### config.mk
export PLATFORM = sky130hd
export DESIGN_NAME = wb_conbus_rr
export DESIGN_NICKNAME = d
export VERILOG_FILES = /design/src/rtl/wb_conbus_rr.sv
export SDC_FILE = /design/constraint.sdc
export NUM_CORES = 1
export LEC_CHECK = 0
export CAP_MARGIN = 20
export CORE_AREA = 2 2 210 212
export CTS_CLUSTER_SIZE = 25
export DETAILED_ROUTE_END_ITERATION = 16
export DIE_AREA = 0 0 212 214
export PLACE_DENSITY = 0.49
export SETUP_SLACK_MARGIN = 0.3
export SLEW_MARGIN = 20
export SYNTH_ARGS = -nofsm -noshare
export SYNTH_HDL_FRONTEND = slang
export SYNTH_SLANG_ARGS = --single-unit
### constraint.sdc
create_clock -name clk -period 7.94 [get_ports clk]
set_input_delay 0.794 -clock clk [delete_from_list [all_inputs] [get_ports clk]]
set_output_delay 0.794 -clock clk [all_outputs]
set_load 0.02 [all_outputs]
### src/rtl/wb_conbus_rr.sv
// Shared Wishbone bus: round-robin master arbitration, upper-bit slave decode, error on unmapped/hung slaves.
// Grant one edge after cyc; ack/data routed combinationally; owner keeps the bus until its cyc drops.
module wb_conbus_rr #(
    parameter int NUM_MASTERS = 2,
    parameter int NUM_SLAVES  = 8,
    parameter int ADR_W       = 32,
    parameter int DEC_W       = 4,
    parameter logic [NUM_SLAVES*DEC_W-1:0] SLAVE_ADDRS =
        {4'h7, 4'h6, 4'h5, 4'h4, 4'h8, 4'h3, 4'h2, 4'h0},
    parameter int TIMEOUT     = 255
) (
    input  logic                          clk,
    input  logic                          rst,
    input  logic [NUM_MASTERS*ADR_W-1:0]  m_adr_i,
    input  logic [NUM_MASTERS*32-1:0]     m_dat_i,
    input  logic [NUM_MASTERS*4-1:0]      m_sel_i,
    input  logic [NUM_MASTERS-1:0]        m_we_i,
    input  logic [NUM_MASTERS-1:0]        m_cyc_i,
    input  logic [NUM_MASTERS-1:0]        m_stb_i,
    output logic [31:0]                   m_dat_o,
    output logic [NUM_MASTERS-1:0]        m_ack_o,
    output logic [NUM_MASTERS-1:0]        m_err_o,
    output logic [ADR_W-1:0]              s_adr_o,
    output logic [31:0]                   s_dat_o,
    output logic [3:0]                    s_sel_o,
    output logic                          s_we_o,
    output logic [NUM_SLAVES-1:0]         s_cyc_o,
    output logic [NUM_SLAVES-1:0]         s_stb_o,
    input  logic [NUM_SLAVES*32-1:0]      s_dat_i,
    input  logic [NUM_SLAVES-1:0]         s_ack_i,
    output logic [NUM_MASTERS-1:0]        grant_o,
    output logic                          bus_err_o
);

    localparam int MW = (NUM_MASTERS > 1) ? $clog2(NUM_MASTERS) : 1;
    localparam int SW = (NUM_SLAVES > 1) ? $clog2(NUM_SLAVES) : 1;

    typedef enum logic {IDLE, OWNED} state_e;

    state_e                 state_q;
    logic [MW-1:0]          owner_q, last_q;
    logic [15:0]            wd_q, wd_d;
    logic [NUM_MASTERS-1:0] uerr_q, uerr_d;
    logic                   useen_q;
    logic [ADR_W-1:0]       uadr_q;

    logic                   granted;
    logic [NUM_MASTERS-1:0] grant_vec;
    logic                   o_cyc, o_stb;
    logic [ADR_W-1:0]       o_adr;
    logic [DEC_W-1:0]       tag;
    logic                   hit;
    logic [SW-1:0]          sidx;
    logic                   pick_vld;
    logic [MW-1:0]          pick;
    int                     idx;
    logic                   ack_in, wd_exp, wd_fire, unmap_new;

    assign granted = (state_q == OWNED);
    assign o_cyc   = granted & m_cyc_i[owner_q];
    assign o_stb   = granted & m_stb_i[owner_q];
    assign o_adr   = granted ? m_adr_i[int'(owner_q)*ADR_W +: ADR_W] : '0;
    assign tag     = o_adr[ADR_W-1 -: DEC_W];

    always_comb begin
        grant_vec = '0;
        if (granted) grant_vec[owner_q] = 1'b1;
    end

    // Search from last+1 upward; iterating downward lets the nearest requester win.
    always_comb begin
        pick_vld = 1'b0;
        pick     = '0;
        idx      = 0;
        for (int i = NUM_MASTERS; i >= 1; i--) begin
            idx = int'(last_q) + i;
            if (idx >= NUM_MASTERS) idx = idx - NUM_MASTERS;
            if (m_cyc_i[idx]) begin
                pick_vld = 1'b1;
                pick     = MW'(idx);
            end
        end
    end

    always_comb begin
        hit  = 1'b0;
        sidx = '0;
        for (int i = NUM_SLAVES - 1; i >= 0; i--) begin
            if (SLAVE_ADDRS[i*DEC_W +: DEC_W] == tag) begin
                hit  = 1'b1;
                sidx = SW'(i);
            end
        end
    end

    // An ack in the expiring cycle still counts even though the strobe is withdrawn.
    assign ack_in    = o_stb & hit & s_ack_i[sidx];
    assign wd_exp    = o_stb & hit & ((int'(wd_q) + 1) >= TIMEOUT);
    assign wd_fire   = wd_exp & ~ack_in;
    assign unmap_new = o_stb & ~hit & ~(useen_q && (o_adr == uadr_q));

    always_comb begin
        wd_d = wd_q;
        if (!o_stb || !hit || ack_in || wd_fire) wd_d = '0;
        else if (wd_q != 16'hFFFF)               wd_d = wd_q + 16'd1;
        uerr_d = unmap_new ? grant_vec : '0;
    end

    always_comb begin
        s_cyc_o = '0;
        s_stb_o = '0;
        if (hit) begin
            s_cyc_o[sidx] = o_cyc;
            s_stb_o[sidx] = o_stb & ~wd_exp;
        end
    end

    assign m_ack_o   = ack_in ? grant_vec : '0;
    assign m_err_o   = uerr_q | (wd_fire ? grant_vec : '0);
    assign bus_err_o = (|uerr_q) | wd_fire;
    assign m_dat_o   = (granted && hit) ? s_dat_i[int'(sidx)*32 +: 32] : 32'h0;
    assign s_adr_o   = o_adr;
    assign s_dat_o   = granted ? m_dat_i[int'(owner_q)*32 +: 32] : 32'h0;
    assign s_sel_o   = granted ? m_sel_i[int'(owner_q)*4 +: 4] : 4'h0;
    assign s_we_o    = granted & m_we_i[owner_q];
    assign grant_o   = grant_vec;

    always_ff @(posedge clk or negedge rst) begin
        if (!rst) begin
            state_q <= IDLE;
            owner_q <= '0;
            last_q  <= MW'(NUM_MASTERS - 1);
            wd_q    <= '0;
            uerr_q  <= '0;
            useen_q <= 1'b0;
            uadr_q  <= '0;
        end else begin
            case (state_q)
                IDLE: begin
                    if (pick_vld) begin
                        state_q <= OWNED;
                        owner_q <= pick;
                    end
                end
                OWNED: begin
                    if (!m_cyc_i[owner_q]) begin
                        state_q <= IDLE;
                        last_q  <= owner_q;
                    end
                end
                default: state_q <= IDLE;
            endcase
            wd_q   <= wd_d;
            uerr_q <= uerr_d;
            // One error per unmapped address until the strobe falls or the address moves.
            if (unmap_new) begin
                useen_q <= 1'b1;
                uadr_q  <= o_adr;
            end else if (!o_stb) begin
                useen_q <= 1'b0;
            end
        end
    end

endmodule

**Word level (Yosys, flattened, before mapping)**

Index checks and enable logic that the tools add are counted.

- Bits in registers: 54
- Bits of input ports: 408
- Output and inout port bits: 124

- Add/sub/neg operators: 6
- Order comparisons: 9
- Equality and inequality tests: 10
- Shift-type cells: 4
- Multiplexer cells: 57
- Bitwise operators: 20
- Reductions and logical operators: 14

Operators by type and width:

| operator | count |
|---|---|
| $shiftx 256x9->32 | 1 |
| $mux 32 | 5 |
| $shiftx 64x7->32 | 2 |
| $lt 32x3->1 const B | 2 |
| $eq 32x32->1 | 1 |
| $mux 16 | 2 |
| $mux 1 | 31 |
| $mux 3 | 8 |
| $add 16x1->17 const B | 1 |
| $ge 17x8->1 const B | 1 |
| $add 16x1->16 const B | 1 |
| $and 8x8->8 | 2 |
| $eq 3x4->1 const A | 4 |
| $mux 8 | 2 |
| $ne 16x16->1 const B | 1 |
| $and 1x1->1 | 10 |
| $eq 2x4->1 const A | 2 |
| $mux 2 | 4 |
| $shiftx 8x4->4 | 1 |
| $not 1->1 | 6 |
| $eq 4x4->1 const A | 1 |
| $logic_and 1x1->1 | 4 |
| $logic_not 4->1 | 1 |
| $lt 3x4->1 const B | 1 |
| 22 further kinds | 26 |

**Longest topological paths before layout**

Gate-level depths: netlist of the first run.

- Depth in word-level cells: 18
- Depth in mapped cells: 12

**Least setup slack after synthesis of the first run**

OpenSTA, ideal clock, no wires.

- Path kind: register to output
- Start point: reg wd_q[0]
- End point: out s_stb_o[1]
- Arrival: 3.014 ns
- Path slack: 4.132 ns
- Stages on the path, launching flop included: 10
- Cells stage by stage: dfrtp_1 ha_1 and3_4 a2111oi_2 a41oi_1 or4_1 or3_1 buf_6 buf_6 nor4_1

- Longest elaborated chain between the ends: 7

Ends and longest elaborated chain:

| what | RTL line | source |
|---|---|---|
| from (decl) | 42 | `logic [15:0] wd_q, wd_d;` |
| from (signal assigned) | 153 | `wd_q <= wd_d;` |
| $add 16x1->17 | 98 | `assign wd_exp = o_stb & hit & ((int'(wd_q) + 1) >= TIMEOUT);` |
| $ge 17x8->1 | 98 |  |
| $and 1x1->1 | 98 |  |
| $not 1->1 | 114 | `s_stb_o[sidx] = o_stb & ~wd_exp;` |
| $and 1x1->1 | 114 |  |
| $and 8x8->8 (no line) | -- |  |
| $mux 8 | 112 | `if (hit) begin` |
| to (decl) | 28 | `output logic [NUM_SLAVES-1:0] s_stb_o,` |

Every way passes these cells.

**Worst setup path after layout of the first run**

- Start point: reg state_q (netlist: granted)
- End point: out bus_err_o

- Longest elaborated chain between the ends: 16
- Elaborated cells between the ends (all ways): 34

Ends and longest elaborated chain:

| what | RTL line | source |
|---|---|---|
| from (decl) | 40 | `state_e state_q;` |
| from (signal assigned) | 130 | `state_q <= IDLE;` |
| from (signal assigned) | 141 | `state_q <= OWNED;` |
| from (signal assigned) | 147 | `state_q <= IDLE;` |
| $mux 32 | 62 | `assign o_adr = granted ? m_adr_i[int'(owner_q)*ADR_W +: ADR_W] : '0;` |
| $eq 3x4->1 | 89 | `if (SLAVE_ADDRS[i*DEC_W +: DEC_W] == tag) begin` |
| $mux 3 (8 in series) | 89 |  |
| $bmux 1 s3 | 97 | `assign ack_in = o_stb & hit & s_ack_i[sidx];` |
| $mux 1 (not written as such) | 97 |  |
| $and 1x1->1 | 97 |  |
| $not 1->1 | 99 | `assign wd_fire = wd_exp & ~ack_in;` |
| $and 1x1->1 * | 99 |  |
| $or 1x1->1 * | 120 | `assign bus_err_o = (\|uerr_q) \| wd_fire;` |
| to (decl) | 32 | `output logic bus_err_o` |

Every way passes the cells marked *; elsewhere a longest branch is shown, timed or not. The select of a mux whose other input is x is not followed.

==> results of run 1 <==
## path summary, 6_finish.rpt
check	startpoint	endpoint	slack [ns]	cells after the start
min in group asynchronous	rst	uadr_q[5]	0.65	2
setup reg to reg	granted	uadr_q[4]	3.60	7
setup / recovery	granted	bus_err_o	2.27	8
hold reg to reg	last_q	last_q	0.50	2
max in group asynchronous	rst	owner_q	6.73	2
hold / removal	last_q	last_q	0.50	2
## cells in the mapped netlist (all sizes together) (5+ instances only)
cell type,instances
xor2,5
a211oi,10
nor3,11
nor4,6
nand4,9
a21oi,39
dfrtp,53
nor2,90
buf,44
nand2,268
o21ai,6
xnor2,34
mux2i,72
clkbuf,35
nand3,203
inv,7
mux2,37
## sequential cells by signal, indices dropped and copies added, names as in the netlist
| name | count |
|---|---|
| uadr_q | 32 |
| owner_q | 1 |
| granted | 1 |
| wd_q | 16 |
| last_q | 1 |
| uerr_q | 2 |
| useen_q | 1 |
## cell families after synthesis
family,synth area share
AO/OA/AOI/OAI,0.0837
XOR/XNOR,0.0517
adder cells (fa/ha/maj),0.00378
buffers and inverters,0.0672
flip-flops,0.205
multiplexers,0.189
other,0.000567
AND/OR/NAND/NOR,0.400
## area by class of cell
class,count,area (sq um)
Multi-Input combinational cell,840,4890
Antenna cell,4,10.0
Sequential cell,54,1360
Fill cell,4695,30300
Inverter,7,26.3
Clock buffer,8,146
Timing Repair Buffer,544,5420
Tap cell,585,732
## critical path: stages (launching register included)
cell                              delay, ns
sky130_fd_sc_hd__dfrtp_1               0.80
sky130_fd_sc_hd__inv_2                 0.53
sky130_fd_sc_hd__a21oi_1               0.49
sky130_fd_sc_hd__mux2i_4               0.93
sky130_fd_sc_hd__a211oi_1              0.15
sky130_fd_sc_hd__o32ai_1               0.61
sky130_fd_sc_hd__nor2_1                0.20
sky130_fd_sc_hd__a211o_1               0.34
sky130_fd_sc_hd__clkdlybuf4s50_1       0.54
## power groups by stage
stage	Combinational, mW	Sequential, mW	Clock (mW)
4_1_cts	2.10	0.439	0.233
6_report	2.07	0.439	0.224
3_3_place_gp	2.09	0.439	0
3_5_place_dp	2.09	0.442	0
2_1_floorplan	1.29	0.400	0
5_1_grt	2.25	0.453	0.247
## routing by layer
metal / vias to the layer above / part of all wire / wire length [um] / track usage
li1: 4293 / - / - / -
met1: 4069 / 0.38 / 14200 / 0.177
met2: 328 / 0.52 / 19600 / 0.296
met3: 39 / 0.074 / 2780 / 0.0394
met4: 2 / 0.028 / 1060 / 0.0491
met5: - / 0.00035 / 13 / 0
## through the flow
step	cell area [sq um]	worst slack, ns	hold WS (ns)	std cells	utilization
6_report	12600	2.27	0.498	2042	0.293
5_1_grt	12600	1.85	0.519	2041	0.293
4_1_cts	12600	2.15	0.500	2038	0.293
3_5_place_dp	12400	2.47	0.492	2030	0.290
3_3_place_gp	12400	2.49	0.469	2030	0.290
2_1_floorplan	6640	4.13	0.460	980	-
## cells in the final DEF, fill, tap and decap left out, drive strengths merged, types with 3 or more instances in the layout
cell           Yosys  routed
nor3              11      11
mux2              37      37
clkbuf            35       8
xnor2             34      34
xor2               5       5
nand2b             3       3
nand2            268     268
a21oi             39      39
mux2i             72      72
a211oi            10      10
o21ai              6       6
nor2              90      90
dfrtp             53      53
conb               1       8
diode              0       4
nor4               6       6
o41ai              3       3
clkdlybuf4s50      0     530
nand3            203     203
or3                3       3
inv                7       7
buf               44      14
nand4              9       9
a2111oi            3       3
==> out/results.txt, run 1 <==
The region available for standard cell placement spans 0.0429 sq mm. The area growth from synthesis to layout is 90.3%. The global placer's final weighted congestion came out at 0.849.

The cell area that synthesis handed to floorplanning was 0.00661 sq mm. The period utilization was 0.715; the unique cell type count in the Yosys netlist was 58. For the number of nets at the end of the flow, the log shows 1,862. Buffer type at the clock tree root: sky130_fd_sc_hd__clkbuf_16.

Measured along the x axis, the die boundary spans 212 um. Share of flip-flops with an asynchronous set or reset after synthesis: 1.00. The sequential power share was 0.161.

In this run the power spent charging and discharging nets is 1.29 mW. The critical path class is register to output port. The number of enable-type register cells in the synthesized netlist works out to 0. The tools report the summed negative setup slack over all endpoints as 0 ns. TritonCTS built the clock tree.

For the worst setup path, the data arrival time is 4.88 ns. Insertion delay of the later-clocked pin in the worst-skew pair: 0.29 ns. Dividing total power by cell area gives a power density of 217 mW/mm^2. The worst slew margin relative to its limit is 0.295. The detailed-router iteration count before antenna repair is 4. For the combinational cell fraction of total power, the log shows 0.757.

In this run the static leakage power is 5.01 nW. The number of antenna violations at the first check in global routing is 8, and the CTS sink count is 54. After legalization and detailed placement, the total HPWL measured 30,900 um. Kind of launch point of the worst setup path: a register. Number of core rows: 76. The fraction of power spent switching nets was 0.474.

The tools report the warning count from the yosys run as 0. The count of buffers inserted at the top-level ports was 531; the number of setup buffers added after CTS was 0. The final critical-path required period was 5.67 ns; the maximum resistive drop on vdd was 0.000108 V.

The endpoint class of the critical path was an output port. For this block, the initial DRC count from the detailed router was 364. Setup repair after global routing left no endpoint under its margin. In the routed layout, each cell is associated on average with a via count of 4.28. The CTS H-tree depth is 2, and the total I/O pin count is 532. sky130_fd_sc_hd__dfrtp_1 takes more of the synthesized area than any other cell. The reported max-cap violation count was 0. For the power consumption, the log shows 2.73 mW.

The final hold violation count is 0. Across all layers, the routed design uses 8,731 vias. The remaining antenna violation count was 0; the average wire per cell in the routed design was 18.4 um. For this design, the CTS-stage hold fixing added 0 buffers. Counting the buffers created by CTS gives 5. The sequential fraction of the synthesis area is 0.205, and the total overflow reported by the global router is 0.

The largest fanout on the critical path was 45; the first-pass GRT wire length was 55,700 um. The maximum buffer depth of the clock tree is 2. The run gives 9,218 as the number of global-route vias before repair. In this run, post-CTS repair resized a total of 0 instances. The area share of the largest cell type after synthesis came out at 0.201. The min-delay analysis places its worst path in the category register to register. From bottom edge to top edge, the die measures 214 um.

The total DRC errors in the routed layout was 0. For the post-route clock skew, the log shows 0.0105 ns. The most frequently used flop master after synthesis is sky130_fd_sc_hd__dfrtp_1.

The required time of the worst setup path is 7.15 ns, and the fmax is 176 MHz. Each instance of the synthesized netlist takes up on average 6.79 sq um. For the final count of pins violating max slew, the log shows 0. The actual transition at the worst max-transition pin came out at 1.03 ns. The clock slew at the register clock pins of the worst setup and hold paths was 0.06 ns; the number of synthesized register bits was 54.

Fraction of layout instances using a drive strength above 1: 0.0585. Overall routed net length: 37,700 um. Setup violations remaining at the end of the flow were counted as 0. All-layer global routing usage: 0.160. Area enclosed by the die boundary: 0.0454 sq mm. Sorting the synthesized cells by area gives the leading types as sky130_fd_sc_hd__dfrtp_1 (20%), sky130_fd_sc_hd__nand3_1 (15%), sky130_fd_sc_hd__nand2_1 (15%), sky130_fd_sc_hd__mux2i_1 (11%), sky130_fd_sc_hd__mux2_4 (6.4%). The initial core utilization was 0.154; the internal power was 1.44 mW.

Entering global routing, the biggest net connects 76 pins. The clock share of power is 0.082. The run finished with clean final reports. The cell count after synthesis came out at 973.
Note: power is estimated with default switching activity, not from simulation.
==> run 2: changes to the inputs <==
PLACE_DENSITY = 0.5   (was 0.49)
clock period = 5.01 ns   (was 7.94 ns; I/O delays follow)
==> run 2 against run 1 <==
Clock skew decreased by 0.0030 ns; clock-buffer cell count decreased by 2; worst hold slack got worse by 0.15 ns; via count increased by 0.87%; utilization increased by 0.25 points; sequential cell count unchanged; sequential power increased by 55%; global-route usage decreased by 0.19 points; design area increased by 0.87%; first-iteration DRC count increased by 12%; critical endpoint is now m_dat_o[22].
==> out/results.txt, run 2 (synthesis results as in run 1) <==
The clock slew at the register clock pins of the worst setup and hold paths was 0.07 ns (about the same). The internal power is 2.29 mW (+60%), and the global placer's final weighted congestion is 0.874 (+2.9%). The number of instances resized during post-cts repair came out at 0 (unchanged). The clock share of power was 0.078 (-0.004); the overall routed net length was 37,800 um (+0.25%). Pin count of the biggest net entering global routing: 75 (-1.3%). The count of buffers inserted at the top-level ports is 531 (unchanged). The worst setup path is launched from a register. The remaining antenna violation count is 0 (unchanged).

Leaving out fill and tap cells, the most frequent cell in the layout is sky130_fd_sc_hd__clkdlybuf4s50_1. The static power due to leakage is 5.08 nW (+1.4%), and the met3 usage in global routing is 0.0399 (+0.000440). For the internal reg-to-reg setup slack, the log shows 1.17 ns (-2.43 ns). The logs give 0 (unchanged) for the total DRC errors in the routed layout and 532 (unchanged) for the total I/O pin count. The worst endpoint data arrival time was 3.91 ns (-0.97 ns). The met1 demand-to-capacity share in global routing is 0.178 (+0.00113). Setup repair after global routing left no endpoint under its margin.

Total overflow reported by the global router: 0 (unchanged). The number of core rows was 76 (unchanged); the insertion delay of the later-clocked pin in the worst-skew pair was 0.29 ns (about the same). The run gives 8,882 (-3.6%) as the number of global-route vias before repair.

The fraction of power spent switching nets is 0.473 (-0.000814). The combinational cell fraction of total power is 0.765 (+0.008). The tools report the filler cell count in the final layout as 4,717 (+0.47%). The die span in x is 212 um (unchanged), and the reported max-cap violation count is 0 (unchanged). The vias after detailed routing came out at 8,807 (+0.87%).

The detailed placement HPWL was 30,700 um (-0.65%); the CTS sink count was 54 (unchanged). The area enclosed by the die boundary is 0.0454 sq mm (unchanged), and the post-route clock skew is 0.00754 ns (-0.00297 ns). The min-delay analysis places its worst path in the category input pin to async pin. For the required time of the worst setup path, the log shows 4.51 ns (-2.64 ns). The routing layer with the top usage in global route is met2. The run gives 0.0429 sq mm (unchanged) as the standard cell core area. The actual transition at the worst max-transition pin is 0.783 ns (-0.251 ns). Largest fanout on the critical path: 68 (+51%).

For the detailed-router iteration count before antenna repair, the log shows 5 (+1). The CTS H-tree depth was 2 (unchanged). TritonCTS built the clock tree.

The sequential power share was 0.157 (-0.004). Final hold violation count: 0 (unchanged). The register containing the most flip-flops in the final layout was uadr_q. For the setup-violating endpoint count in the final report, the log shows 0 (unchanged). Critical path class: register to output port. The largest registers in the layout are uadr_q x32, wd_q x16, uerr_q x2. The logs give 0 ns (unchanged) for the summed negative setup slack over all endpoints and 0 (unchanged) for the number of hold-repair buffers added at the cts stage. The layout-stage area growth over the synthesis result is 92.0%, and the final critical-path required period is 4.41 ns.

Timing would allow up to 227 MHz. The number of setup buffers added after CTS came out at 0 (unchanged). The tools report the maximum resistive drop on vdd as 0.000164 V (+51%).

The run gives 1,873 (+0.59%) as the number of nets at the end of the flow. The maximum buffer depth of the clock tree is 2 (unchanged), and the number of CTS-inserted buffers is 5 (unchanged). The initial core utilization was 0.154 (unchanged). The tree is rooted in a sky130_fd_sc_hd__clkbuf_16. The power per cell area was 343 mW/mm^2 (+58%). Fraction of layout instances using a drive strength above 1: 0.0690 (+0.0105). The number of flip-flops under the largest register name was 32 (unchanged); the all-layer global routing usage was 0.158 (-0.00193). The first-pass GRT wire length was 54,500 um (-2.1%); the average vias per placed instance was 4.29 (+0.28%).

The global-route met2 utilization was 0.295 (-0.00153); the final count of pins violating max slew was 0 (unchanged). Endpoint class of the critical path: an output port. The run finished with clean final reports. Die height: 214 um (unchanged). The power consumption was 4.35 mW (+59%). The number of antenna violations at the first check in global routing is 12 (+4), and the worst slew margin relative to its limit is 0.476 (+0.180).

The average wire per cell in the routed design came out at 18.4 um (-0.34%). In the layout the commonest cells are sky130_fd_sc_hd__clkdlybuf4s50_1 (527), sky130_fd_sc_hd__nand2_1 (267), sky130_fd_sc_hd__nand3_1 (203). Net switching power figure: 2.06 mW (+59%). The period utilization is 0.881. The tools report the initial detailed-routing violation count as 406 (+12%).
run 2: worst max-delay path, cell delays in order, from the launching register on:
cell and delay [ns]:
sky130_fd_sc_hd__dfrtp_4 0.62, sky130_fd_sc_hd__mux2i_2 0.56, sky130_fd_sc_hd__nand2b_1 0.30, sky130_fd_sc_hd__mux2_4 0.24
sky130_fd_sc_hd__buf_12 0.29, sky130_fd_sc_hd__buf_4 0.40, sky130_fd_sc_hd__nand2_1 0.09, sky130_fd_sc_hd__nand3_1 0.09
sky130_fd_sc_hd__nand3_1 0.08, sky130_fd_sc_hd__a21oi_1 0.21, sky130_fd_sc_hd__clkdlybuf4s50_1 0.65
run 2: final cells by class:
class                      count  area (sq um)  area share
clock inverter                 2          10.0    0.000789
inverter                       7          26.3     0.00207
sequential                    54          1360       0.107
antenna                        5          12.5    0.000986
multi-input combinational    840          4890       0.385
timing repair buffer         555          5530       0.436
tap                          585           732      0.0577
clock buffer                   6           129      0.0102
run 2: through the flow:
stage	hold slack, ns	cells	utilization	worst slack (ns)	cell area [sq um]
6_report	0.351	2054	0.296	0.597	12700
5_1_grt	0.418	2054	0.296	0.344	12700
4_1_cts	0.380	2049	0.296	0.491	12700
3_5_place_dp	0.483	2041	0.292	0.666	12500
3_3_place_gp	0.473	2041	0.292	0.665	12500
2_1_floorplan	0.205	980	-	1.49	6640
run 2: final timing paths:
| path | from | end | depth (start not counted) |
|---|---|---|---|
| max | owner_q | m_dat_o[22] | 10 |
| min | rst | uadr_q[17] | 2 |
| max reg2reg | owner_q | uadr_q[2] | 10 |
| min reg2reg | last_q | last_q | 2 |
| max in group asynchronous | rst | owner_q | 2 |
| min in group clk | last_q | last_q | 2 |
run 2: power groups by stage:
stage | Sequential [mW] | Clock, mW | Combinational (mW)
2_1_floorplan | 0.633 | 0 | 2.04
3_3_place_gp | 0.683 | 0 | 3.37
3_5_place_dp | 0.688 | 0 | 3.37
4_1_cts | 0.680 | 0.356 | 3.39
5_1_grt | 0.698 | 0.374 | 3.61
6_report | 0.681 | 0.340 | 3.33
run 2: layer usage:
layer  wire, um  share of wire  vias to the layer above
li1           -              -                     4325
met2      19600           0.52                      311
met5         48         0.0013                        -
met3       2750          0.073                       29
met1      14900           0.40                     4134
met4        416          0.011                        8
